`src/rtl/threshold_edit_ctrl.sv`:
```
// Front-panel setpoint editor: debounced keys drive an IDLE/EDIT machine that
// edits a 3-digit BCD working copy and commits it to the alarm threshold.
module threshold_edit_ctrl #(
    parameter int DEB_CYCLES     = 20,
    parameter int TIMEOUT_CYCLES = 1000,
    parameter int BLINK_HALF     = 250,
    parameter int INIT_WARN      = 200
) (
    input  logic        clk,
    input  logic        rst,
    input  logic        key_sel_in,
    input  logic        key_inc_in,
    input  logic        key_mode_in,
    output logic [11:0] data_warn,
    output logic [11:0] edit_data,
    output logic        show_flag,
    output logic [1:0]  flash_flag,
    output logic        blink,
    output logic        commit_pulse
);

    localparam int DW = $clog2(DEB_CYCLES + 1);
    localparam int TW = $clog2(TIMEOUT_CYCLES + 1);
    localparam int BW = $clog2(BLINK_HALF + 1);
    localparam logic [DW-1:0] DEB_MAX  = DW'(DEB_CYCLES);
    localparam logic [TW-1:0] T_LAST   = TW'(TIMEOUT_CYCLES - 1);
    localparam logic [BW-1:0] B_LAST   = BW'(BLINK_HALF - 1);
    localparam logic [11:0]   INIT_BCD = {4'(INIT_WARN / 100), 4'((INIT_WARN / 10) % 10),
                                          4'(INIT_WARN % 10)};
    localparam logic [11:0]   INIT_BIN = 12'(INIT_WARN);

    typedef enum logic {S_IDLE, S_EDIT} state_t;

    // Key index: 0 = sel, 1 = inc, 2 = mode
    logic [2:0] w_key_raw;
    logic [2:0] w_press;
    assign w_key_raw = {key_mode_in, key_inc_in, key_sel_in};

    generate
        for (genvar gi = 0; gi < 3; gi++) begin : g_key
            logic          r_meta, r_sync, r_stable, r_stable_d, r_press;
            logic [DW-1:0] r_deb_cnt;

            always_ff @(posedge clk or posedge rst) begin
                if (rst) begin
                    r_meta     <= 1'b0;
                    r_sync     <= 1'b0;
                    r_stable   <= 1'b0;
                    r_stable_d <= 1'b0;
                    r_press    <= 1'b0;
                    r_deb_cnt  <= '0;
                end else begin
                    r_meta     <= w_key_raw[gi];
                    r_sync     <= r_meta;
                    r_stable_d <= r_stable;
                    r_press    <= r_stable & ~r_stable_d;
                    // The new level is accepted only after DEB_CYCLES+1 differing samples
                    if (r_sync == r_stable) begin
                        r_deb_cnt <= '0;
                    end else if (r_deb_cnt == DEB_MAX) begin
                        r_stable  <= r_sync;
                        r_deb_cnt <= '0;
                    end else begin
                        r_deb_cnt <= r_deb_cnt + 1'b1;
                    end
                end
            end

            assign w_press[gi] = r_press;
        end
    endgenerate

    logic w_ev_mode, w_ev_sel, w_ev_inc, w_any_event;
    assign w_ev_mode   = w_press[2];
    assign w_ev_sel    = w_press[0] & ~w_press[2];
    assign w_ev_inc    = w_press[1] & ~w_press[0] & ~w_press[2];
    assign w_any_event = |w_press;

    state_t        r_state, w_state_next;
    logic [11:0]   r_warn_bcd, r_edit_bcd, w_warn_bcd_next, w_edit_bcd_next;
    logic [TW-1:0] r_timer, w_timer_next;
    logic [BW-1:0] r_bcnt, w_bcnt_next;
    logic [1:0]    w_flash_next;
    logic          w_blink_next, w_commit_next, w_expire;
    logic [3:0]    w_digit, w_digit_inc;

    function automatic logic [11:0] bcd2bin(input logic [11:0] b);
        return 12'(b[11:8]) * 12'd100 + 12'(b[7:4]) * 12'd10 + 12'(b[3:0]);
    endfunction

    assign w_expire    = (r_timer == T_LAST) && !w_any_event;
    assign w_digit     = r_edit_bcd[{flash_flag, 2'b00} +: 4];
    assign w_digit_inc = (w_digit == 4'd9) ? 4'd0 : w_digit + 4'd1;

    always_ff @(posedge clk or posedge rst) begin
        if (rst) r_state <= S_IDLE;
        else     r_state <= w_state_next;
    end

    always_comb begin
        w_state_next = r_state;
        case (r_state)
            S_IDLE:  if (w_ev_mode) w_state_next = S_EDIT;
            S_EDIT:  if (w_ev_mode || w_expire) w_state_next = S_IDLE;
            default: w_state_next = S_IDLE;
        endcase
    end

    always_comb begin
        w_warn_bcd_next = r_warn_bcd;
        w_edit_bcd_next = r_edit_bcd;
        w_timer_next    = r_timer;
        w_bcnt_next     = r_bcnt;
        w_flash_next    = flash_flag;
        w_blink_next    = blink;
        w_commit_next   = 1'b0;
        case (r_state)
            S_IDLE: begin
                if (w_ev_mode) begin
                    w_edit_bcd_next = r_warn_bcd;
                    w_flash_next    = 2'd0;
                    w_timer_next    = '0;
                    w_bcnt_next     = '0;
                    w_blink_next    = 1'b1;
                end
            end
            S_EDIT: begin
                if (r_bcnt == B_LAST) begin
                    w_bcnt_next  = '0;
                    w_blink_next = ~blink;
                end else begin
                    w_bcnt_next = r_bcnt + 1'b1;
                end
                if (w_ev_mode) begin
                    w_warn_bcd_next = r_edit_bcd;
                    w_commit_next   = 1'b1;
                    w_flash_next    = 2'd0;
                    w_blink_next    = 1'b0;
                end else if (w_ev_sel) begin
                    w_flash_next = (flash_flag == 2'd2) ? 2'd0 : flash_flag + 2'd1;
                    w_timer_next = '0;
                end else if (w_ev_inc) begin
                    // Digits wrap independently; no carry into the neighbour
                    w_edit_bcd_next[{flash_flag, 2'b00} +: 4] = w_digit_inc;
                    w_timer_next = '0;
                end else if (w_expire) begin
                    w_edit_bcd_next = r_warn_bcd;
                    w_flash_next    = 2'd0;
                    w_blink_next    = 1'b0;
                end else begin
                    w_timer_next = r_timer + 1'b1;
                end
            end
            default: ;
        endcase
    end

    always_ff @(posedge clk or posedge rst) begin
        if (rst) begin
            r_warn_bcd   <= INIT_BCD;
            r_edit_bcd   <= INIT_BCD;
            r_timer      <= '0;
            r_bcnt       <= '0;
            data_warn    <= INIT_BIN;
            edit_data    <= INIT_BIN;
            show_flag    <= 1'b0;
            flash_flag   <= 2'd0;
            blink        <= 1'b0;
            commit_pulse <= 1'b0;
        end else begin
            r_warn_bcd   <= w_warn_bcd_next;
            r_edit_bcd   <= w_edit_bcd_next;
            r_timer      <= w_timer_next;
            r_bcnt       <= w_bcnt_next;
            data_warn    <= bcd2bin(w_warn_bcd_next);
            edit_data    <= bcd2bin(w_edit_bcd_next);
            show_flag    <= (w_state_next == S_EDIT);
            flash_flag   <= w_flash_next;
            blink        <= w_blink_next;
            commit_pulse <= w_commit_next;
        end
    end

endmodule

```
`config.mk`:
```
export PLATFORM = sky130hd
export DESIGN_NAME = threshold_edit_ctrl
export DESIGN_NICKNAME = d
export VERILOG_FILES = /design/src/rtl/threshold_edit_ctrl.sv
export SDC_FILE = /design/constraint.sdc
export NUM_CORES = 1
export LEC_CHECK = 0
export CAP_MARGIN = 15
export CORE_ASPECT_RATIO = 0.75
export CORE_UTILIZATION = 65
export CTS_BUF_LIST = sky130_fd_sc_hd__clkbuf_16
export CTS_CLUSTER_DIAMETER = 100
export DETAILED_ROUTE_END_ITERATION = 7
export PLACE_DENSITY = 0.92
export SETUP_SLACK_MARGIN = 0.3
export SLEW_MARGIN = 15
export SYNTH_ARGS = -nofsm -noshare
export SYNTH_HDL_FRONTEND = slang
export SYNTH_SLANG_ARGS = --single-unit
```
`constraint.sdc`:
```
create_clock -name clk -period 12.8 [get_ports clk]
set_input_delay 1.92 -clock clk [delete_from_list [all_inputs] [get_ports clk]]
set_output_delay 1.92 -clock clk [all_outputs]
set_load 0.05 [all_outputs]
```
# Word level (Yosys, flattened, before mapping)
# Cells that the tools add are included.
# classes
n_addsub	12
multipliers	4
div_mod_pow	0
magnitude_cmp	0
n_eq_ne	15
shift	3
mux	43
bitwise	16
reduce_logical	9
# ops
operator	count
2-to-1 mux 12 bit	7
2-to-1 mux 10 bit	5
2-to-1 mux 5 bit	6
adder 11 x 8 -> 12 bit	2
adder 12 x 4 -> 12 bit	2
one-hot mux 12 bit (2 select lines)	1
one-hot mux 10 bit (2 select lines)	1
multiplier 4 x 5 -> 9 bit, second input constant	2
2-to-1 mux 8 bit	2
one-hot mux 8 bit (2 select lines)	1
adder 5 x 1 -> 5 bit, second input constant	3
equality test 5 bit, second input constant	3
multiplier 4 x 3 -> 7 bit, second input constant	2
bitwise mux 12 bit	1
2-to-1 mux 2 bit	6
variable shift 4 x 6 -> 12 bit, first input constant	1
indexed part select 12 x 5 -> 4 bit	1
indexed part select 4 x 6 -> 12 bit	1
adder 10 x 1 -> 10 bit, second input constant	1
equality test 10 bit, second input constant	1
NOT 1 bit	10
2-to-1 mux 1 bit	9
adder 8 x 1 -> 8 bit, second input constant	1
equality test 8 bit, second input constant	1
other kinds (19)	32
# word_totals
register_bits	101
latch_bits	0
ram_bits	0
rom_bits	0
inputBits	5
out_inout_bits	29
mem_count	0

# Longest topological paths before layout
# depth
depth_word	12
depth_mapped	21

# Least setup slack after synthesis
# Ideal clock, no wire load.
# synth_timing
path_kind	reg2reg
start	register flash_flag[0]
end	register edit_data[10]
setup_ns	0.080
arrival_ns	4.578
required_ns	12.720
path_slack_ns	8.142
path_stages_with_launch	20
n_path_buf	1
synth_period_minus_slack_ns	4.658
path_cell_list	dfrtp_1 > buf_6 > mux2_1 > a22oi_2 > ha_1 > a31oi_1 > a221oi_1 > o22ai_1 > ha_1 > ha_1 > inv_1 > fa_1 > inv_1 > ha_1 > ha_1 > o21ai_0 > a21boi_0 > o211ai_1 > a21oi_1 > xnor2_1
# synth_via
elab_chain_len	12
# synth_lines
item	line_no	text
start: declaration	17	output logic [1:0] flash_flag,
start signal: assignment	178	flash_flag <= w_flash_next;
indexed part select 12 x 5 -> 4 bit	92	assign w_digit = r_edit_bcd[{flash_flag, 2'b00} +: 4];
adder 4 x 1 -> 4 bit or equality test 4 bit (tied branches)	93	assign w_digit_inc = (w_digit == 4'd9) ? 4'd0 : w_digit + 4'd1;
2-to-1 mux 4 bit	93	
indexed part select 4 x 6 -> 12 bit	144	w_edit_bcd_next[{flash_flag, 2'b00} +: 4] = w_digit_inc;
bitwise mux 12 bit (*)	144	
2-to-1 mux 12 bit (*)	142	end else if (w_ev_inc) begin
2-to-1 mux 12 bit (*)	139	end else if (w_ev_sel) begin
2-to-1 mux 12 bit (*)	134	if (w_ev_mode) begin
one-hot mux 12 bit (2 select lines) (*)	117	case (r_state)
via w_edit_bcd_next[5]	80	logic [11:0] r_warn_bcd, r_edit_bcd, w_warn_bcd_next, w_edit_bcd_next;
multiplier 4 x 3 -> 7 bit (*)	88	return 12'(b[11:8]) * 12'd100 + 12'(b[7:4]) * 12'd10 + 12'(b[3:0]);
adder 11 x 8 -> 12 bit (*)	88	
adder 12 x 4 -> 12 bit (*)	88	
end signal: assignment	176	edit_data <= bcd2bin(w_edit_bcd_next);
end: declaration	15	output logic [11:0] edit_data,
# Mark *: on every way through the listed nets, which the timed path passes. The rest lies on a longest branch.
# A chain may end at the register's enable or synchronous reset.

# Worst setup path in the final report
# layout_timing
start	register flash_flag[0]
end	register edit_data[11]
# Same word-level chain as after synthesis.

==> results.py <==
metrics = {
    "setup_path": {
        "startpoint_type": "flop",
        "crit_arrival_ps": 5250,
        "crit_required_ps": 13010,
        "worstRegToRegCells": 17,
        "r2r-start": "flash_flag[0]",
        "end_kind": "flop",
        "worst-path-max-fanout": 13,
        "critical_path_class": "flop to flop",
        "timing.rr.end": "edit_data[11]",
        "reg2reg_slack_ps": 7760,
    },
    "worst_hold_path": {
        "hold_end": "g_key[0].r_sync",
        "whs_path_depth": 0,
        "hold_start": "g_key[0].r_meta",
        "hold_path_class": "flop to flop",
    },
    "final_layout": {
        "nNetsFinal": 713,
        "n_fill_cell": 628,
        "drive_above_1_share_pct": 8.20,
        "diodes": 0,
        "area_growth_pct": 11.7,
    },
    "drt": {
        "wl_um": 13400,
        "vias": 4581,
        "drc_errors": 0,
        "drtAntennaViolNets": 0,
        "dr.pass1.iters": 5,
        "dr.first_iter.drc_count": 356,
        "viasPerCell": 6.01,
        "wl_per_cell_um": 17.5,
    },
    "place": {
        "dp_hpwl_um": 10000,
        "place_congestion": 0.980,
        "post-place-ws_ps": 7830,
        "portBuffers": 33,
    },
    "clock_tree": {
        "post_cts_buffers": 0,
        "cts_buffers": 9,
        "cts_tree": "yes",
        "clock_latency_ps": 350,
        "cts_resized": 0,
        "clk_pin_slew_worst_paths_ps": 70,
        "cts_root_buf": "clkbuf_16",
        "clockBufferDepth": 2,
        "htree_levels": 3,
        "cts_hold_buf": 0,
        "cts_sinks": 99,
    },
    "logic_synthesis": {
        "synth-seq-cells": 99,
        "synth_top_area_share_pct": 37.4,
        "yosysMostFrequentCell": "dfrtp_1",
        "ys_types": 66,
        "syn_area_um2": 6090,
        "seq_area_frac_synth_pct": 40.9,
        "ys_top_cells_by_count": "dfrtp_1, ha_1, inv_1, nor2_1, a21oi_1",
        "netlist_instances": 599,
        "ys.flop_type": "dfrtp_1",
        "synth.area.top_cells": "dfrtp_1, ha_1, dfstp_2",
        "yosysTopAreaCell": "dfrtp_1",
        "ys_warn_count": 0,
        "synth-edff-count": 0,
        "async_flop_share_pct": 100,
        "syn_avg_cell_area_um2": 10.2,
        "syn_nets": 683,
    },
    "floorplanning": {
        "rows": 30,
        "dieArea_um2": 9760,
        "start_util_pct": 67.0,
        "core_um2": 9080,
        "die_x_um": 114,
        "die_h_um": 85.8,
        "io_pins": 34,
    },
    "sta": {
        "finalWorstSetupSlack_ps": 7760,
        "rsz0062_at_grt": "false",
        "report.final.setup_viol": 0,
        "fmax_mhz": 198,
        "fin_worst_skew_ps": 10.9,
        "worst_slew_pin_slew_ps": 883,
        "relSlewSlack_pct": 41.1,
        "hold_viol": 0,
        "finalSetupTns_ps": 0,
        "drv_slew": 0,
        "fin_crit_sh_pct": 39.4,
        "fin_crit_ps": 5040,
    },
    "job": {
        "drv_cap": 0,
    },
    "global_routing": {
        "grt.total_usage_pct": 30.0,
        "antenna_found_initial": 0,
        "grt_first_pass_wirelength_um": 22500,
        "grt_max_degree": 71,
        "overflow": 0,
        "grt_pass1_vias": 4546,
    },
    "power_and_ir_drop": {
        "powerDensity_nw_per_um2": 87.4,
        "vdd_ir_drop_max_uv": 103,
        "leakagePower_nw": 3.32,
        "power_uw": 594,
    },
    "outcome": {
        "status": "finished, final reports clean",
    },
}
-- worst max-delay path, stage by stage, from the launching register on --
cell and delay, ps:
dfrtp_1 620, mux2_1 380, a22oi_2 270, inv_1 80
ha_1 210, and2_1 140, a21oi_1 300, o221ai_1 220
a21o_1 290, ha_1 290, fa_1 470, ha_1 310
a21o_1 180, a21oi_1 230, nand2b_1 150, a21boi_1 90
o41ai_1 520, nor3_1 140
-- layer usage --
layer	global-route usage (%)	vias to the layer above	routed length [um]	share of wire, %
li1	-	2153	-	-
met1	42.0	2240	5950	45
met2	48.4	165	6240	47
met3	5.51	23	944	7.1
met4	7.66	0	218	1.6
met5	0	-	0	0
-- layout make-up --
type	count	area, um^2	area share, %
clock buffers	9	225	3.31
clock inverters	7	61.3	0.902
inverters	52	198	2.91
multi-input cells	431	3320	48.8
flip-flops and latches	99	2490	36.6
well taps	128	160	2.36
repair buffers	36	353	5.19
-- registers in the layout, summed over array words and instances, names as in the netlist, 8 cells and up --
name,flops
edit_data,11
g_key.r_deb_cnt,15
data_warn,11
r_bcnt,8
r_warn_bcd,12
r_edit_bcd,12
r_timer,10
-- through the flow --
step | area [um^2] | util (%) | std cells | hold slack (ps)
4_1_cts | 6800 | 74.9 | 762 | 356
3_5_place_dp | 6510 | 71.7 | 746 | 340
2_1_floorplan | 6090 | - | 599 | 331
3_3_place_gp | 6510 | 71.7 | 746 | 334
5_1_grt | 6800 | 74.9 | 762 | 359
6_report | 6800 | 74.9 | 762 | 353
-- placed cells by master (no fill, tap or decap), types with 10 or more instances in the layout --
| cell | synthesis | layout |
|---|---|---|
| mux2_2 | 12 | 12 |
| xor2_1 | 17 | 17 |
| o21ai_0 | 22 | 22 |
| nor3_1 | 11 | 11 |
| ha_1 | 69 | 69 |
| xnor2_1 | 20 | 20 |
| clkdlybuf4s50_1 | 0 | 33 |
| o21ai_1 | 11 | 11 |
| o22ai_1 | 13 | 13 |
| mux2i_1 | 11 | 11 |
| nand3_1 | 12 | 12 |
| a21oi_1 | 33 | 33 |
| dfrtp_1 | 91 | 91 |
| nor2b_1 | 14 | 14 |
| inv_1 | 51 | 50 |
| nor2_1 | 51 | 51 |
| nand2_1 | 32 | 32 |
| fa_1 | 10 | 10 |
-- logic make-up after synthesis --
kind of cell / Yosys count / synth area share (%)
adder cells (fa/ha/maj): 79 / 17.5
XOR/XNOR: 37 / 5.32
AND/OR/NAND/NOR: 159 / 13.4
flip-flops: 99 / 40.9
multiplexers: 27 / 4.77
buffers and inverters: 69 / 4.67
AO/OA/AOI/OAI: 129 / 13.5
-- how the worst max path moves through the flow --
stage	slack, ps	startpoint	cells after the start	end
6_report	7760	flash_flag[0]	17	edit_data[11]
5_1_grt	7370	flash_flag[0]	20	edit_data[10]
4_1_cts	7800	flash_flag[0]	18	edit_data[10]
3_5_place_dp	7830	flash_flag[0]	20	edit_data[10]
3_3_place_gp	8120	flash_flag[0]	18	edit_data[10]
2_1_floorplan	8140	flash_flag[0]	19	edit_data[10]
-- where the power goes --
group          total (mW)  internal, mW  switching (mW)
clock network       0.261         0.135           0.125
logic              0.0148       0.00472          0.0100
registers           0.319         0.316         0.00281
total               0.594         0.456           0.138
(Power assumes the default switching activity.)
